[config.mk]
export PLATFORM = sky130hd
export DESIGN_NAME = mux_tree_pipe
export DESIGN_NICKNAME = d
export VERILOG_FILES = /design/src/rtl/mux_pkg.sv /design/src/rtl/mux_tree.sv /design/src/rtl/mux_tree_pipe.sv
export SDC_FILE = /design/constraint.sdc
export NUM_CORES = 1
export LEC_CHECK = 0
export BUFFER_PORTS_ARGS = -buffer_cell sky130_fd_sc_hd__buf_4
export CAP_MARGIN = 0
export CORE_MARGIN = 2
export CORE_UTILIZATION = 48
export CTS_BUF_LIST = sky130_fd_sc_hd__clkbuf_8
export DETAILED_ROUTE_END_ITERATION = 8
export GPL_TIMING_DRIVEN = 0
export PLACE_DENSITY = 0.83
export SLEW_MARGIN = 10
export SYNTH_ARGS = -nofsm -noshare
export SYNTH_HDL_FRONTEND = slang
export SYNTH_SLANG_ARGS = --single-unit
[constraint.sdc]
create_clock -name clk -period 2.48 [get_ports clk]
set_input_delay 0.496 -clock clk [delete_from_list [all_inputs] [get_ports clk]]
set_output_delay 0.496 -clock clk [all_outputs]
set_load 0.02 [all_outputs]
[src/rtl/mux_pkg.sv]
`default_nettype none
// ============================================================================
// Module     : mux_pkg
// Description: Shared constants and helpers for the mux_tree_pipe stream
//              multiplexer.
//              MODE_FIXED / MODE_RR : values of the mode input.
//              chan_count(bits)     : number of channels for a select width.
// Revision   : 1.0  initial release
// ============================================================================
package mux_pkg;

  localparam logic MODE_FIXED = 1'b0;
  localparam logic MODE_RR    = 1'b1;

  function automatic int chan_count(input int bits);
    return 1 << bits;
  endfunction

endpackage
`default_nettype wire

[src/rtl/mux_tree.sv]
`default_nettype none
// ============================================================================
// Module     : mux_tree
// Description: Combinational N:1 multiplexer of DATAWIDTH-bit words built as
//              BITS layers of 2:1 selects (N = 1 << BITS).
// Ports      : sel      [BITS-1:0]        channel index
//              in_data  [N*DATAWIDTH-1:0] flat channel words, channel i at
//                                         [i*DATAWIDTH +: DATAWIDTH]
//              out_data [DATAWIDTH-1:0]   selected word
// Revision   : 1.0  initial release
// ============================================================================
module mux_tree
  import mux_pkg::*;
#(
  parameter int BITS      = 2,
  parameter int DATAWIDTH = 8,
  localparam int N        = chan_count(BITS)
) (
  input  logic [BITS-1:0]        sel,
  input  logic [N*DATAWIDTH-1:0] in_data,
  output logic [DATAWIDTH-1:0]   out_data
);

  // Heap-ordered node array: node 0 is the root, nodes N-1 .. 2N-2 are the
  // leaves (channel i at index N-1+i). A node at depth d picks between its
  // two children using select bit BITS-1-d, so the MSB steers the root.
  logic [DATAWIDTH-1:0] nodes [0:2*N-2];

  for (genvar i = 0; i < N; i++) begin : g_leaf
    assign nodes[N-1+i] = in_data[i*DATAWIDTH +: DATAWIDTH];
  end

  for (genvar d = 0; d < BITS; d++) begin : g_level
    for (genvar p = 0; p < (1 << d); p++) begin : g_node
      assign nodes[(1 << d) - 1 + p] = sel[BITS-1-d]
                                     ? nodes[(1 << (d + 1)) - 1 + 2*p + 1]
                                     : nodes[(1 << (d + 1)) - 1 + 2*p];
    end
  end

  assign out_data = nodes[0];

endmodule
`default_nettype wire

[src/rtl/mux_tree_pipe.sv]
`default_nettype none
// ============================================================================
// Module     : mux_tree_pipe
// Description: N-channel valid/ready stream multiplexer with a single
//              registered output stage. Fixed-select or round-robin grant.
// Ports      : clk, rst_n (async, active-low)
//              mode      0 = fixed select, 1 = round-robin
//              select    channel used in fixed mode
//              in_data   flat channel data, in_valid / in_ready per channel
//              out_data, out_chan, out_valid (registered), out_ready
// Revision   : 1.0  initial release
// ============================================================================
module mux_tree_pipe
  import mux_pkg::*;
#(
  parameter int BITS      = 2,
  parameter int DATAWIDTH = 8,
  localparam int N        = chan_count(BITS)
) (
  input  logic                   clk,
  input  logic                   rst_n,
  input  logic                   mode,
  input  logic [BITS-1:0]        select,
  input  logic [N*DATAWIDTH-1:0] in_data,
  input  logic [N-1:0]           in_valid,
  output logic [N-1:0]           in_ready,
  output logic [DATAWIDTH-1:0]   out_data,
  output logic [BITS-1:0]        out_chan,
  output logic                   out_valid,
  input  logic                   out_ready
);

  logic [BITS-1:0]      ptr;
  logic [BITS-1:0]      grant;
  logic [BITS-1:0]      cand;
  logic                 grant_valid;
  logic                 take;
  logic                 transfer;
  logic [DATAWIDTH-1:0] mux_data;

  assign take = !out_valid || out_ready;

  // Grant selection. In round-robin the search starts just after ptr and
  // wraps; the last candidate (k = N) is ptr itself.
  always_comb begin
    grant       = '0;
    grant_valid = 1'b0;
    cand        = '0;
    if (mode == MODE_FIXED) begin
      grant       = select;
      grant_valid = in_valid[select];
    end else begin
      for (int k = 1; k <= N; k++) begin
        cand = ptr + BITS'(k);
        if (!grant_valid && in_valid[cand]) begin
          grant       = cand;
          grant_valid = 1'b1;
        end
      end
    end
  end

  always_comb begin
    in_ready = '0;
    if (grant_valid) in_ready[grant] = take;
  end

  // A grant always implies in_valid on that channel, so a transfer is just
  // a grant while the output register can accept.
  assign transfer = grant_valid && take;

  mux_tree #(
    .BITS      (BITS),
    .DATAWIDTH (DATAWIDTH)
  ) u_mux_tree (
    .sel      (grant),
    .in_data  (in_data),
    .out_data (mux_data)
  );

  always_ff @(posedge clk or negedge rst_n) begin
    if (!rst_n) begin
      out_valid <= 1'b0;
      out_data  <= '0;
      out_chan  <= '0;
      ptr       <= '1;  // N-1: channel 0 wins the first round-robin search
    end else begin
      out_valid <= transfer || (out_valid && !out_ready);
      if (transfer) begin
        out_data <= mux_data;
        out_chan <= grant;
        if (mode == MODE_RR) ptr <= grant;
      end
    end
  end

endmodule
`default_nettype wire

==> results.yml <==
min_path:
  hold_path_class: "input port to asynchronous set/reset pin"
drt:
  avgRoutedWirePerCell_um: 15.84
  vias: 1465
  drc: 0
  vias_per_cell: 5.768
  dr.pass1.iters: 5
  drt_wl_total_mm: 4.024
  drtAntennaViolNets: 0
  drt-initial-drc-count: 54
logic_synthesis:
  syn_area_um2: 1249
  synth-seq-cells: 13
  ys_types: 31
  synthFlopType: "dfrtp_1"
  synth_edf_count: 0
  yosysSeqAreaShare: 0.2625
  async_reset_ff_frac: 1.000
  ys_warn_count: 0
  syn-instance-count: 161
  syn_nets: 203
  synth.avg_cell_area_um2: 7.756
finish:
  fillers: 209
  final_util: 0.7157
  nets: 267
  drive_above_1_share: 0.3705
  diodes: 0
  area_growth_pct: 41.98
  stdcell_count: 254
worst_setup_path:
  path_class: "input port to output port"
  cp-end-kind: "output port"
  cp.arrival_ns: 1.88
  critPathMaxFanout: 10
  cp-start-kind: "input port"
  critical_path_required_ns: 1.98
global_routing:
  grt_max_degree: 14
  grt_pass1_vias: 1308
  grt_use_total: 0.2753
  grt_first_pass_wirelength_mm: 5.885
  antenna_found_initial: 0
  grt-ovfl-total: 0
placed_design:
  gp_routability_congestion: 0.8505
  placed_cells: 247
  portBuffers: 56
  dp_hpwl_mm: 2.926
cts:
  clock_path_buffers: 2
  cts.sinks: 13
  cts_tree: "done"
  root_buffer: "clkbuf_8"
  clk_pin_slew_ns: 0.06
  cts_buffers: 3
  clock_latency_ns: 0.25
  htree_levels: 1
run_status:
  status: "completed"
timing:
  maxSlewViolCount: 0
  fmax_ghz: 0.4210
  rsz0062_at_grt: "false"
  post-route-period-util: 0.9578
  setup_tns_ns: 0
  worstMarginPinSlew_ns: 0.5296
  maxSlewHeadroom: 0.6469
  skew_ns: 0.006446
  timing.final.hold_violations: 0
  timing.hold.ws_ns: 0.08126
  setup_viol: 0
  finalWorstPathRequiredPeriod_ns: 2.375
pwr:
  switching_share: 0.4030
  p_sw_mw: 0.4448
  p_seq_frac: 0.286
  p_comb_frac: 0.540
  clkPwrFrac: 0.174
  power.density_nw_per_um2: 622.5
  ir_worst_vdd_uv: 523.4
  leakage_nw: 0.8696
  internal_power_mw: 0.6588
die:
  core.rowCount: 18
  dieWidth_um: 55.01
  io_pins: 57
  core_um2: 2477
  die-area_um2: 3026
  start_util: 0.5040
  die_h_um: 55.01
job:
  cap_violations: 0
==> routing by layer <==
metal | part of all wire | routed length, µm | track usage
met3 | 0.080 | 323 | 0.03763
met1 | 0.41 | 1657 | 0.3614
met2 | 0.50 | 2021 | 0.4663
met5 | 0 | 0 | 0
met4 | 0.0052 | 21 | 0.08537
==> cells by family (layout without fill, tap and decap cells) <==
logic type,after synthesis,after routing,synth area share
flip-flops,13,13,0.2625
multiplexers,9,9,0.08217
buffers and inverters,14,77,0.05611
AO/OA/AOI/OAI,52,52,0.3086
AND/OR/NAND/NOR,73,73,0.2906
==> registers in the layout (all words and copies together) (netlist names) <==
register   count
out_chan       2
out_data       8
out_valid      1
ptr            2
==> metrics by stage <==
step	instance area (µm²)	power, mW	setup slack [ns]
after floorplan	1249	0.6630	0.3146
after global placement	1707	0.8759	0.1330
after detailed placement	1707	0.8916	0.05555
after CTS	1754	1.085	0.02108
after global routing	1773	1.173	0.004419
final	1773	1.104	0.1046
==> final timing paths <==
| kind | start | cells after the start | slack (ns) | end |
|---|---|---|---|---|
| worst max-delay path | select[1] | 7 | 0.10 | in_ready[3] |
| worst min-delay path | rst_n | 1 | 0.08 | out_data[6] |
| worst max register to register | ptr[1] | 7 | 0.57 | out_data[5] |
| worst min register to register | out_chan[0] | 1 | 0.49 | out_chan[0] |
| max in group asynchronous | rst_n | 1 | 2.16 | ptr[0] |
| min in group clk | out_chan[0] | 1 | 0.49 | out_chan[0] |
==> power by group through the flow <==
stage	registers (mW)	logic (mW)	clock network [mW]
after global placement	0.310	0.566	0
final	0.315	0.596	0.192
after CTS	0.316	0.579	0.191
after global routing	0.325	0.645	0.203
after floorplan	0.365	0.298	0
after detailed placement	0.310	0.582	0
==> cell usage in the layout, fill, tap and decap left out <==
cell and instances:
a211oi_1 1, a21o_1 2, a21oi_1 5, a221oi_2 8, a2bb2oi_1 1, a31oi_1 18
a32oi_1 1, and2_1 1, and2b_1 1, and3_1 17, and3_4 1, buf_1 1
buf_2 7, buf_4 61, clkbuf_1 4, clkbuf_8 3, dfrtp_1 11, dfstp_2 2
inv_1 1, mux2i_1 8, mux4_2 1, nand2_1 9, nand2b_1 6, nand3_1 1
nand3b_1 1, nor2_1 30, nor2b_1 3, nor3_1 2, nor4_1 1, o211a_1 1
o211ai_1 1, o21ai_0 9, o21ai_1 5
==> critical path: stages <==
cell and delay [ns]:
buf_4 0.10, buf_2 0.29, clkbuf_1 0.43, nor2b_1 0.24, a32oi_1 0.07, nor2_1 0.11
buf_4 0.14
==> cell usage after synthesis (all sizes together), types with 2 or more instances <==
cell type   n  share of area
nor2       30          0.090
a31oi      18          0.090
and3       18          0.094
o21ai      14          0.056
dfrtp      11           0.22
buf        10          0.044
nand2       9          0.027
a221oi      8          0.096
mux2i       8          0.064
nand2b      6          0.030
a21oi       5          0.020
clkbuf      4          0.012
nor2b       3          0.015
a21o        2          0.012
dfstp       2          0.042
nor3        2         0.0080
==> layout make-up <==
type	instances	area, µm²	area share
Sequential cell	13	327.8	0.1849
Tap cell	30	37.54	0.02117
Timing Repair Buffer	61	457.9	0.2583
Clock buffer	3	41.29	0.02329
Clock inverter	1	3.754	0.002117
Buffer	12	53.80	0.03035
Multi-Input combinational cell	134	850.8	0.4799
==> repair_timing <==
item | 4_1_cts | 5_1_grt
endpoints found under the setup margin | 2 | 2
pin swaps | 1 | 1
hold buffers | 0 | 0
setup buffers | 1 | 4
gates resized for setup | 0 | 1
(Power assumes the default switching activity.)
